[config.mk]
export PLATFORM = sky130hd
export DESIGN_NAME = alu_arbiter
export DESIGN_NICKNAME = d
export VERILOG_FILES = /design/src/rtl/alu_arb_pkg.sv /design/src/rtl/alu_arbiter_alu.sv /design/src/rtl/alu_arbiter.sv
export SDC_FILE = /design/constraint.sdc
export NUM_CORES = 1
export LEC_CHECK = 0
export CORE_UTILIZATION = 60
export DETAILED_ROUTE_END_ITERATION = 10
export DONT_BUFFER_PORTS = 1
export PLACE_DENSITY = 0.75
export SYNTH_ARGS = -nofsm -noshare
export SYNTH_HDL_FRONTEND = slang
export SYNTH_SLANG_ARGS = --single-unit
[constraint.sdc]
create_clock -name clk -period 6.6 [get_ports clk]
set_clock_uncertainty 0.05 [all_clocks]
set_input_delay 1.32 -clock clk [delete_from_list [all_inputs] [get_ports clk]]
set_output_delay 1.32 -clock clk [all_outputs]
set_load 0.005 [all_outputs]
[src/rtl/alu_arb_pkg.sv]
// alu_arb_pkg: shared types and constants for the two-requester ALU arbiter.
package alu_arb_pkg;

    localparam int NREQ = 2;

    // ALU opcodes as carried on req_ctrl.
    typedef enum logic [2:0] {
        ALU_ADD = 3'b000,
        ALU_SUB = 3'b001,
        ALU_AND = 3'b010,
        ALU_OR  = 3'b011,
        ALU_XOR = 3'b100,
        ALU_SLT = 3'b101,
        ALU_SLL = 3'b110,
        ALU_SRL = 3'b111
    } alu_op_e;

    // Arbiter sequencing states.
    typedef enum logic [1:0] {
        ST_IDLE = 2'd0,
        ST_EXEC = 2'd1,
        ST_RESP = 2'd2
    } state_e;

endpackage

[src/rtl/alu_arbiter_alu.sv]
// alu_arbiter_alu: combinational RV32-style ALU shared by the arbiter.
// Shift amount is always b[4:0]; slt is a signed compare.
module alu_arbiter_alu
    import alu_arb_pkg::*;
#(
    parameter int WIDTH = 32
) (
    input  logic [WIDTH-1:0] a,
    input  logic [WIDTH-1:0] b,
    input  alu_op_e          op,
    output logic [WIDTH-1:0] result,
    output logic             zero
);

    logic [WIDTH-1:0] b_eff;
    logic [WIDTH-1:0] sum;
    logic             overflow;
    logic [4:0]       shamt;

    // Shared adder (ctrl[0] selects subtract) plus result mux.
    always_comb begin
        // NOTE: every output of a combinational block gets a default first so no latch is inferred.
        result   = '0;
        b_eff    = op[0] ? ~b : b;
        sum      = a + b_eff + {{(WIDTH-1){1'b0}}, op[0]};
        // Signed overflow of a - b: operand signs differ and the result sign differs from a.
        overflow = (a[WIDTH-1] ^ b[WIDTH-1]) & (sum[WIDTH-1] ^ a[WIDTH-1]);
        shamt    = b[4:0];
        unique case (op)
            ALU_ADD, ALU_SUB: result = sum;
            ALU_AND:          result = a & b;
            ALU_OR:           result = a | b;
            ALU_XOR:          result = a ^ b;
            ALU_SLT:          result = {{(WIDTH-1){1'b0}}, sum[WIDTH-1] ^ overflow};
            ALU_SLL:          result = a << shamt;
            ALU_SRL:          result = a >> shamt;
            default:          result = '0;
        endcase
    end

    assign zero = (result == '0);

endmodule

[src/rtl/alu_arbiter.sv]
// alu_arbiter: shares one combinational ALU between two valid/ready requesters.
// Sequence per op: IDLE (arbitrate/accept) -> EXEC (evaluate) -> RESP (hold until taken).
// Optional feature: define ALU_ARB_RR_EN for round-robin tie-breaking;
// otherwise requester 0 wins every tie (requester 1 may starve).
module alu_arbiter
    import alu_arb_pkg::*;
#(
    parameter int WIDTH = 32
) (
    input  logic                       clk,
    input  logic                       reset,
    input  logic [NREQ-1:0]            req_valid,
    output logic [NREQ-1:0]            req_ready,
    input  logic [NREQ-1:0][WIDTH-1:0] req_a,
    input  logic [NREQ-1:0][WIDTH-1:0] req_b,
    input  logic [NREQ-1:0][2:0]       req_ctrl,
    output logic [NREQ-1:0]            rsp_valid,
    input  logic [NREQ-1:0]            rsp_ready,
    output logic [WIDTH-1:0]           rsp_result,
    output logic                       rsp_zero,
    output logic                       busy
);

    state_e           state_q, state_d;
    logic             grant;
    logic             accept;
    logic             rsp_fire;
    logic             owner_q;
    logic [WIDTH-1:0] a_q, b_q;
    alu_op_e          op_q;
    logic [WIDTH-1:0] alu_result;
    logic             alu_zero;
    logic [NREQ-1:0]  rsp_valid_q;
    logic [WIDTH-1:0] result_q;
    logic             zero_q;

`ifdef ALU_ARB_RR_EN
    logic last_q;

    // Round-robin grant: on a tie pick the requester not granted last.
    always_comb begin
        grant = 1'b0;
        unique case (req_valid)
            2'b10:   grant = 1'b1;
            2'b11:   grant = ~last_q;
            default: grant = 1'b0;
        endcase
    end

    // Last-grant pointer, moved on every accept.
    always_ff @(posedge clk or posedge reset) begin
        if (reset)       last_q <= 1'b1;
        else if (accept) last_q <= grant;
    end
`else
    // Fixed priority: requester 1 is granted only when requester 0 is idle.
    always_comb begin
        grant = (req_valid == 2'b10);
    end
`endif

    // Accept only in IDLE, only for the granted requester, only when it is valid.
    always_comb begin
        req_ready = '0;
        if (state_q == ST_IDLE && req_valid[grant])
            req_ready[grant] = 1'b1;
    end

    assign accept   = |req_ready;
    assign rsp_fire = |(rsp_valid_q & rsp_ready);

    // State register.
    always_ff @(posedge clk or posedge reset) begin
        // NOTE: sequential state uses non-blocking assignments so every flop samples pre-edge values.
        if (reset) state_q <= ST_IDLE;
        else       state_q <= state_d;
    end

    // Next-state logic.
    always_comb begin
        state_d = state_q;
        unique case (state_q)
            ST_IDLE: if (accept)   state_d = ST_EXEC;
            ST_EXEC:               state_d = ST_RESP;
            ST_RESP: if (rsp_fire) state_d = ST_IDLE;
            default:               state_d = ST_IDLE;
        endcase
    end

    // Op registers: operands are sampled only at the accept edge.
    always_ff @(posedge clk or posedge reset) begin
        if (reset) begin
            owner_q <= 1'b0;
            a_q     <= '0;
            b_q     <= '0;
            op_q    <= ALU_ADD;
        end else if (accept) begin
            owner_q <= grant;
            a_q     <= req_a[grant];
            b_q     <= req_b[grant];
            op_q    <= alu_op_e'(req_ctrl[grant]);
        end
    end

    alu_arbiter_alu #(.WIDTH(WIDTH)) u_alu (
        .a      (a_q),
        .b      (b_q),
        .op     (op_q),
        .result (alu_result),
        .zero   (alu_zero)
    );

    // Response registers: loaded leaving EXEC, valid dropped on the owner's handshake.
    always_ff @(posedge clk or posedge reset) begin
        if (reset) begin
            rsp_valid_q <= '0;
            result_q    <= '0;
            zero_q      <= 1'b0;
        end else if (state_q == ST_EXEC) begin
            rsp_valid_q <= NREQ'(1) << owner_q;
            result_q    <= alu_result;
            zero_q      <= alu_zero;
        end else if (rsp_fire) begin
            rsp_valid_q <= '0;
        end
    end

    assign rsp_valid  = rsp_valid_q;
    assign rsp_result = result_q;
    assign rsp_zero   = zero_q;
    assign busy       = (state_q != ST_IDLE);

endmodule

==> results.md <==
* Status: finished, final reports clean
* Initial antenna violation count at 1
* Avg Inst Size Synth at 8.57 µm²
* P&R area growth vs syn at 1.56%
* Die X at 147 µm
* Hold Crit Depth at 1
* Layout cells sized above 1 at 0.118
* Reg2Reg Setup Slack at 1.66 ns
* Largest family of logic cells by synthesized area: compound AO/OA/AOI/OAI gates
* Largest net degree at the start of global routing at 71
* # port buffers at 0
* Initial Utilization at 0.618
* Post-CTS sizing at 0
* Post-synth top area share at 0.207
* Xor and xnor fraction of the mapped netlist area at 0.0332
* RR Startpoint: op_q[0]
* Synth Area in Simple Gates at 0.132
* Root Driver: clkbuf_16
* Met1 WL at 19.1 mm
* Fin util at 0.628
* Post-route ant nets at 0
* Async SR Flop Fraction at 1.00
* Nets at 1606
* Sink Count at 105
* CP required at 6.82 ns
* Routability cong. at 1.09
* Fin. max-slew vios at 0
* Core area at 20500 µm²
* Top cell type by total area after synthesis: dfrtp_1
* Uppermost layer routed: met5
* Commonest non-fill, non-tap cells in the layout: 100 x dfrtp_1, 99 x o22ai_1, 98 x a22oi_1, 98 x nand2_1, 95 x ha_1
* Clk buf depth at 2
* Min cycle time layout at 4.94 ns
* Critical path's slowest cell: dfrtp_2
* Worst min path class: register to register
* CTS Hold Buffers Added at 0
* Yosys cell types at 85
* DIE HEIGHT at 147 µm
* Finish-stage setup viols at 0
* Syn Nets at 1715
* Synth area leaders: dfrtp_1 21%, ha_1 9.4%, mux4_2 9.2%, a22oi_1 5.8%, o22ai_1 4.9%
* Type of origin of the critical path: register
* Fmax at 202 MHz
* Via density at 7.86
* Setup TNS at 0 ns
* Via count at 12.9k
* Post-Synth Adder-Cell Area at 0.0954
* FF-to-FF End: rsp_zero
* Yosys reg bits at 105
* Max-slew headroom at 0.0931
* First-pass GRT wire length at 76.0 mm
* Worst Hold End: rsp_valid[0]
* WL met2 at 21.2 mm
* Seq/Total Area, Yosys at 0.207
* FP Rows at 52
* Total die area at 21700 µm²
* TritonCTS Buffers at 9
* Post-DP HPWL at 37.7 mm
* Top delay family on crit path: compound AO/OA/AOI/OAI gates
* Clock slew at reported path FFs at 0.09 ns
* Final hold viol count at 0
* Drc violations at 0
* GR Overflow Total at 0
* Routed length on met3 at 8.25 mm
* Max-cap violations at 0
* Worst-Margin Slew at 1.34 ns
* Post-synthesis mux area share at 0.185
* GRT Overall Usage at 0.472
* H-tree levels at 3
* WL per Instance at 31.1 µm
* Critical Path Fanout Max at 39
* WP buf/inv at 2
* Vias in the first global route at 12.1k
* Post-synth top flop: dfrtp_1
* Iter 0 DRT Violations at 2292
* Final worst-path cycle share at 0.749
* EDFF count, synth at 0
* Post-CTS setup-driven buffer insertion count at 0
* Worst-path cell chain: buf_4 -> xor2_1 -> ha_1 -> a21oi_1 -> o22ai_1 -> a22o_1 -> a2111oi_0 -> o211ai_1 -> inv_1 -> o2111ai_1 -> or4_1 -> nor4b_2 -> nand4_1 -> o41ai_2
* WS Path Type: register to register
* Critical Path AT at 5.16 ns
* Antenna cells at 0
* CP endpoint kind: register
* # IOs at 178
* Post-Syn Area at 12700 µm²
* Clock insertion delay at the later pin of the skew report at 0.38 ns
* Worst path max stage delay at 0.99 ns
* TritonCTS clock tree: yes
* Commonest non-fill, non-tap cell in the layout: dfrtp_1
* Final wirelength at 51.2 mm
* DRT Pass-1 Iters at 9
* Worst Hold Launch: owner_q
* Complex-gate fraction of the synthesized area at 0.270
* RSZ-0062 raised after global routing: false
* YS warnings at 0
* Cells after Synth at 1479
* R2R depth at 14
[worst register-to-register path: cells and delay by family, from the launching register on]
| family | cells | cell delay, ns |
|---|---|---|
| AOI/OAI and AO/OA | 7 | 1.67 |
| DFF | 1 | 0.99 |
| and+or+nand+nor | 3 | 0.79 |
| buffers and inverters | 2 | 0.74 |
| adders and majority gates | 1 | 0.36 |
| xor gates and xnor gates | 1 | 0.24 |
[stage by stage]
step,setup slack (ns),hold WS [ns],instances,cell area [µm²]
finish,1.66,0.460,1645,12900
global route,1.39,0.497,1645,12900
CTS,1.67,0.456,1645,12900
detailed placement,1.70,0.445,1629,12600
global placement,1.78,0.434,1629,12600
floorplan,1.75,0.412,1479,12700
[worst max-delay path by stage]
stage / startpoint / to / slack (ns) / cells after the start
detailed placement: op_q[0] / rsp_zero / 1.70 / 14
global route: op_q[0] / rsp_zero / 1.39 / 14
floorplan: op_q[0] / rsp_zero / 1.75 / 19
CTS: op_q[0] / rsp_zero / 1.67 / 14
finish: op_q[0] / rsp_zero / 1.66 / 14
global placement: op_q[0] / rsp_zero / 1.78 / 14
[cells in the mapped netlist, types with 5 or more instances]
| master | number |
|---|---|
| dfrtp_1 | 105 |
| o22ai_1 | 99 |
| a22oi_1 | 98 |
| nand2_1 | 98 |
| ha_1 | 95 |
| nor2_1 | 93 |
| clkbuf_1 | 92 |
| inv_1 | 83 |
| o21ai_0 | 80 |
| a21oi_1 | 69 |
| mux2i_1 | 60 |
| mux4_2 | 52 |
| mux2_2 | 40 |
| xor2_1 | 35 |
| nor3_1 | 31 |
| buf_1 | 19 |
| o211ai_1 | 19 |
| buf_2 | 17 |
| nand3_1 | 17 |
| nand4_1 | 15 |
| nand2b_1 | 14 |
| a211oi_1 | 13 |
| xnor2_1 | 13 |
| a31oi_1 | 11 |
| a221oi_1 | 10 |
| nor2b_1 | 10 |
| o221ai_1 | 9 |
| buf_4 | 8 |
| o31ai_1 | 8 |
| or3_1 | 8 |
| a211o_1 | 7 |
| a21o_1 | 7 |
| nor4_1 | 7 |
| o311ai_0 | 7 |
| or2_2 | 7 |
| and2_1 | 6 |
| o21a_1 | 6 |
| a221o_1 | 5 |
| a22o_1 | 5 |
| o32ai_1 | 5 |
| or4_1 | 5 |
[final cells by class]
class / count / area (µm²)
clock buffer: 9 / 225
clock inverter: 7 / 85.1
fill: 1811 / 7620
inverter: 87 / 329
multi-input combinational: 1144 / 9080
sequential: 105 / 2640
tap: 270 / 338
timing repair buffer: 23 / 173
[state kept, by name, indices dropped and copies added, names as in the netlist]
name and count:
state_q 2, rsp_zero 1, rsp_valid 2, owner_q 1
op_q 3, rsp_result 32, a_q 32, b_q 32
[kinds of logic (layout without fill, tap and decap cells)]
group / Yosys count / count (layout)
flops: 105 / 105
simple gates: 338 / 338
buf+inv: 230 / 126
mux: 157 / 157
compound gates: 505 / 505
fa+ha+maj: 96 / 96
xor+xnor: 48 / 48
[routing by layer]
metal	GRT usage	up-vias
met5	0	-
met4	0.202	4
met3	0.178	226
met2	0.684	1181
met1	0.625	6094
li1	-	5430
Power is not shown: default switching activity piles up to over one toggle a cycle in this logic, so the estimate is an artifact.
